--- config.mk ---
export PLATFORM = sky130hd
export DESIGN_NAME = or_job_sequencer
export DESIGN_NICKNAME = d
export VERILOG_FILES = /design/src/rtl/or_job_sequencer.sv
export SDC_FILE = /design/constraint.sdc
export NUM_CORES = 1
export LEC_CHECK = 0
export BUFFER_PORTS_ARGS = -buffer_cell sky130_fd_sc_hd__buf_2
export CORE_ASPECT_RATIO = 0.7
export CORE_MARGIN = 4
export CORE_UTILIZATION = 33
export DETAILED_ROUTE_END_ITERATION = 10
export GPL_ROUTABILITY_DRIVEN = 0
export PLACE_DENSITY = 0.62
export SETUP_SLACK_MARGIN = 0.3
export SLEW_MARGIN = 10
export SYNTH_ARGS = -nofsm -noshare
export SYNTH_HDL_FRONTEND = slang
export SYNTH_SLANG_ARGS = --single-unit
--- constraint.sdc ---
create_clock -name clk_i -period 2.9 [get_ports clk_i]
set_clock_uncertainty 0.1 [all_clocks]
set_input_delay 0.29 -clock clk_i [delete_from_list [all_inputs] [get_ports clk_i]]
set_output_delay 0.29 -clock clk_i [all_outputs]
set_load 0.01 [all_outputs]
--- src/rtl/or_job_sequencer.sv ---
// rtl/or_job_sequencer.sv - bus master that runs (a, b) jobs through the 1-bit OR accelerator
//
// Ports:
//   clk_i, rst_ni                 clock, asynchronous active-low reset
//   in_valid_i/in_ready_o         operand job stream, operands in_a_i / in_b_i
//   out_valid_o/out_ready_i       result stream, result out_y_o
//   write_address_o/write_data_o/write_en_o/write_rdy_i   accelerator write bus
//   read_address_o/read_en_o/read_data_i/read_rdy_i       accelerator read bus
//   err_o                         sticky poll-timeout flag
//   jobs_done_o                   completed-job counter (wraps)
module or_job_sequencer #(
  parameter int unsigned SETTLE_CYCLES = 2,
  parameter int unsigned TIMEOUT       = 255
) (
  input  logic        clk_i,
  input  logic        rst_ni,
  input  logic        in_valid_i,
  output logic        in_ready_o,
  input  logic        in_a_i,
  input  logic        in_b_i,
  output logic        out_valid_o,
  input  logic        out_ready_i,
  output logic        out_y_o,
  output logic [2:0]  write_address_o,
  output logic        write_data_o,
  output logic        write_en_o,
  input  logic        write_rdy_i,
  output logic [2:0]  read_address_o,
  output logic        read_en_o,
  input  logic        read_data_i,
  input  logic        read_rdy_i,
  output logic        err_o,
  output logic [15:0] jobs_done_o
);

  typedef enum logic [3:0] {
    IDLE, POLL_A, WR_A, POLL_B, WR_B, SETTLE, POLL_Y, RD_Y, OUT
  } state_e;

  localparam logic [7:0] TIMEOUT_C = 8'(TIMEOUT);
  localparam logic [7:0] SETTLE_C  = 8'(SETTLE_CYCLES);

  state_e      state_q, state_d;
  logic [7:0]  cnt_q, cnt_d;      // poll count in poll states, idle count in SETTLE
  logic        timeout_hit;
  logic        accept;
  logic        op_a_q, op_b_q;
  logic        in_ready_q, out_valid_q, out_y_q, err_q;
  logic        write_en_q, write_data_q, read_en_q;
  logic [2:0]  write_address_q, read_address_q;
  logic [15:0] jobs_done_q;

  // in_ready_q is low for the first cycle after reset, so no job can be
  // accepted before the sequencer advertises readiness.
  assign accept = (state_q == IDLE) && in_valid_i && in_ready_q;

  always_comb begin
    state_d     = state_q;
    cnt_d       = cnt_q;
    timeout_hit = 1'b0;
    case (state_q)
      IDLE: begin
        if (accept) begin
          state_d = POLL_A;
          cnt_d   = 8'd0;
        end
      end
      POLL_A, POLL_B, POLL_Y: begin
        if (read_rdy_i) begin
          if (read_data_i) begin
            state_d = (state_q == POLL_A) ? WR_A : (state_q == POLL_B) ? WR_B : RD_Y;
            cnt_d   = 8'd0;
          end else if (cnt_q + 8'd1 == TIMEOUT_C) begin
            // Give up on the job; it is not counted as done.
            timeout_hit = 1'b1;
            state_d     = IDLE;
            cnt_d       = 8'd0;
          end else begin
            cnt_d = cnt_q + 8'd1;
          end
        end
      end
      WR_A: begin
        if (write_rdy_i) begin
          state_d = POLL_B;
          cnt_d   = 8'd0;
        end
      end
      WR_B: begin
        if (write_rdy_i) begin
          state_d = SETTLE;
          cnt_d   = 8'd0;
        end
      end
      SETTLE: begin
        // Gives the accelerator time to enqueue the result before polling.
        if (cnt_q == SETTLE_C - 8'd1) begin
          state_d = POLL_Y;
          cnt_d   = 8'd0;
        end else begin
          cnt_d = cnt_q + 8'd1;
        end
      end
      RD_Y: begin
        if (read_rdy_i) state_d = OUT;
      end
      OUT: begin
        if (out_ready_i) state_d = IDLE;
      end
      default: state_d = IDLE;
    endcase
  end

  // Outputs are registered from the next state so they line up with state_q
  // and never depend combinationally on an input.
  always_ff @(posedge clk_i or negedge rst_ni) begin
    if (!rst_ni) begin
      state_q         <= IDLE;
      cnt_q           <= 8'd0;
      op_a_q          <= 1'b0;
      op_b_q          <= 1'b0;
      in_ready_q      <= 1'b0;
      out_valid_q     <= 1'b0;
      out_y_q         <= 1'b0;
      err_q           <= 1'b0;
      jobs_done_q     <= 16'd0;
      write_en_q      <= 1'b0;
      write_data_q    <= 1'b0;
      write_address_q <= 3'd0;
      read_en_q       <= 1'b0;
      read_address_q  <= 3'd0;
    end else begin
      state_q <= state_d;
      cnt_q   <= cnt_d;
      if (accept) begin
        op_a_q <= in_a_i;
        op_b_q <= in_b_i;
      end
      if (state_q == RD_Y && read_rdy_i) out_y_q <= read_data_i;
      if (state_q == OUT && out_ready_i) jobs_done_q <= jobs_done_q + 16'd1;
      err_q       <= err_q | timeout_hit;
      in_ready_q  <= (state_d == IDLE);
      out_valid_q <= (state_d == OUT);

      write_en_q      <= 1'b0;
      write_data_q    <= 1'b0;
      write_address_q <= 3'd0;
      read_en_q       <= 1'b0;
      read_address_q  <= 3'd0;
      case (state_d)
        POLL_A: begin read_en_q <= 1'b1; read_address_q <= 3'd0; end
        POLL_B: begin read_en_q <= 1'b1; read_address_q <= 3'd1; end
        POLL_Y: begin read_en_q <= 1'b1; read_address_q <= 3'd2; end
        RD_Y:   begin read_en_q <= 1'b1; read_address_q <= 3'd3; end
        WR_A: begin
          write_en_q      <= 1'b1;
          write_address_q <= 3'd4;
          write_data_q    <= op_a_q;
        end
        WR_B: begin
          write_en_q      <= 1'b1;
          write_address_q <= 3'd5;
          write_data_q    <= op_b_q;
        end
        default: ;
      endcase
    end
  end

  assign in_ready_o      = in_ready_q;
  assign out_valid_o     = out_valid_q;
  assign out_y_o         = out_y_q;
  assign err_o           = err_q;
  assign jobs_done_o     = jobs_done_q;
  assign write_en_o      = write_en_q;
  assign write_data_o    = write_data_q;
  assign write_address_o = write_address_q;
  assign read_en_o       = read_en_q;
  assign read_address_o  = read_address_q;

endmodule
==> impl_metrics.toml <==
[yosys]
seq_area_frac_synth = 0.4336
synth_top_cell_area_share = 0.4336
synthesis.area_sq_um = 2308
synth_commonest_cells = "dfrtp_1 (40), inv_1 (16), nand2_1 (15)"
synth_edf_count = 0
yosys.cell_types.count = 59
syn_area_per_cell_sq_um = 10.59
yosysMostFrequentCell = "dfrtp_1"
synthFlopType = "dfrtp_1"
async_flop_share = 1.000
synth_top_area_cell = "dfrtp_1"
synth_area_leaders = "dfrtp_1 (43%), o22ai_2 (3.3%), xnor2_1 (3.0%)"
synthCells = 218
yosysWarnings = 0
synth_seq_cells = 40

[final_layout]
multi_input_area_sq_um = 1184
diodes = 0
drive_above_1_share = 0.3095
final_core_util = 0.3919
syn_to_final_growth_pct = 15.23
regArea_sq_um = 1005
fin_nets = 264
fillCellCount = 711

[clock_tree]
worst_skew_pair.late_latency_ps = 300
cts_tree = "built"
clk_pin_slew_ps = 80
cts_inserted_buffers = 5
htreeDepth = 2
cts_setup_buffers = 0
cts.sinks = 40
clockBufferDepth = 2
cts_root_buffer = "clkbuf_8"

[timing]
slew-limit-headroom = 0.3925
finalMaxSlewViolations = 0
finalSetupViolCount = 0
setup_tns_ps = 0
grt_setup_unrepaired = "false"
fmax_mhz = 409.1
worst_pin_slew_ps = 911.3
finalHoldViolations = 0
period_minus_slack_ps = 2444
finalCritPeriodShare = 0.8428

[floorplan]
die_area_sq_um = 8419
io_pins = 38
core_area_sq_um = 6788
die_h_um = 77.98
start_util = 0.3401
die_w_um = 108.0
rows = 25

[worst_setup_path]
start_kind = "flop"
required_ps = 3020
crit_type = "reg2reg"
path_cells = "ha_2, xor2_1, and3_1, a2111oi_4, a211oi_2, or4b_1, a21oi_1"
crit_path_top_delay_cell = "or4b_1"
cp-end-kind = "flop"
cp_slowest_stage_delay_ps = 540
ff2ff_path_depth = 7
path_max_fanout = 9
worst_ep_arrival_time_ps = 2570

[routing]
drt_iter0_markers = 73
wl_per_cell_um = 14.25
num_vias = 1733
drcViolationCount = 0
antenna_left = 0
first_pass_iters = 4
routed_via_density = 5.009
drt_wl_total_mm = 4.929

[power_and_ir_drop]
p_leak_uw = 0.001225
ir_drop_mv = 0.2921
power_density_nw_per_um2 = 781.7

[global_route]
grt_usage = 0.1270
grt_pass1_vias = 1699
grt_max_degree = 41
antenna_found_initial = 0
overflow = 0
grt_pass1_wl_mm = 8.362

[placed_design]
io_buffers = 35
dp_hpwl_mm = 3.623

[min_path]
hp-class = "in2async"

[status]
status = "finished, final reports clean"

[flow_run]
max_cap_viol_count = 0
==> what timing repair did <==
item / in CTS / in global routing
gates resized for setup: 0 / 6
hold buffers: 0 / 0
endpoints found under the setup margin: 0 / 13
==> state kept, by name (all words and copies together) (netlist names), 2 cells and up <==
name             cells
cnt_q                8
write_address_o      2
read_address_o       2
jobs_done_o         16
state_q              4
==> kinds of logic after synthesis <==
kind of cell / count (synthesis) / share of synthesized area
AOI/OAI and AO/OA: 38 / 0.1534
xor gates and xnor gates: 17 / 0.07263
muxes: 5 / 0.02385
adders and majority gates: 4 / 0.02168
DFF: 40 / 0.4336
buffers and inverters: 27 / 0.06233
and+or+nand+nor: 86 / 0.2309
other: 1 / 0.001624
==> through the flow <==
| stage | instance area (sq um) | std cells | hold slack (ps) | setup WS (ps) | power, uW |
|---|---|---|---|---|---|
| 2_1_floorplan | 2312 | 219 | -105.6 | 537.2 | 1410 |
| 3_3_place_gp | 2529 | 338 | 352.3 | 449.4 | 1610 |
| 3_5_place_dp | 2529 | 338 | 358.1 | 397.8 | 1624 |
| 4_1_cts | 2640 | 346 | 65.34 | 370.4 | 2094 |
| 5_1_grt | 2660 | 346 | 99.54 | 323.9 | 2235 |
| 6_report | 2660 | 346 | 16.74 | 455.9 | 2079 |
==> layout make-up <==
cell class	instances	share of cell area
Clock buffer	5	0.02587
Clock inverter	3	0.01599
Inverter	16	0.02258
Multi-Input combinational cell	152	0.4450
Sequential cell	40	0.3777
Tap cell	94	0.04421
Timing Repair Buffer	36	0.06867
==> routing by layer <==
| metal | wire length (um) | track usage | vias to the layer above |
|---|---|---|---|
| met1 | 2524 | 0.1907 | 851 |
| li1 | - | - | 835 |
| met4 | 71 | 0.04540 | 0 |
| met3 | 250 | 0.03076 | 6 |
| met2 | 2084 | 0.1749 | 41 |
| met5 | 0 | 0 | - |
==> cell usage in the layout (no fill, tap or decap), types with 2 or more instances in the layout <==
cell / Yosys / final
nor3_1: 6 / 5
xor2_1: 8 / 8
nand4_1: 6 / 6
nor2_1: 11 / 11
ha_1: 4 / 3
o22ai_2: 6 / 6
or3_1: 4 / 4
inv_1: 16 / 16
conb_1: 1 / 2
nand2b_1: 3 / 3
dfrtp_1: 40 / 37
a21o_1: 3 / 3
clkbuf_8: 0 / 5
nand2_1: 15 / 15
nor2b_1: 2 / 2
a31oi_1: 2 / 2
nand3_1: 13 / 13
buf_2: 4 / 35
xnor2_1: 8 / 8
nor4_1: 2 / 2
dfrtp_2: 0 / 3
and2_1: 4 / 4
mux2_2: 4 / 4
a21oi_1: 11 / 11
and3_1: 3 / 3
==> worst max-delay path: cells and delay by family (launching register included) <==
| kind | cells | cell delay (ps) |
|---|---|---|
| and+or+nand+nor | 2 | 800 |
| AOI/OAI and AO/OA | 3 | 640 |
| DFF | 1 | 460 |
| adders and majority gates | 1 | 240 |
| xor gates and xnor gates | 1 | 140 |
==> report_power, final <==
| group | total, uW | switching, uW | internal [uW] | leakage, uW |
|---|---|---|---|---|
| registers | 802 | 138 | 665 | 0.000532 |
| logic | 814 | 466 | 347 | 0.000639 |
| clock network | 463 | 209 | 255 | 0.0000541 |
| total | 2080 | 813 | 1270 | 0.00122 |
==> path summary, 6_finish.rpt <==
| check | startpoint | end | slack [ps] |
|---|---|---|---|
| max in group asynchronous | rst_ni | cnt_q[1] | 2050 |
| min in group clk_i | in_b_i | op_b_q | 120 |
| worst min register to register | jobs_done_o[15] | jobs_done_o[15] | 370 |
| worst max-delay path | cnt_q[0] | write_data_o | 460 |
| worst max register to register | cnt_q[0] | write_data_o | 460 |
| worst min-delay path | rst_ni | jobs_done_o[6] | 20 |
Note: power is estimated with default switching activity, not from simulation.
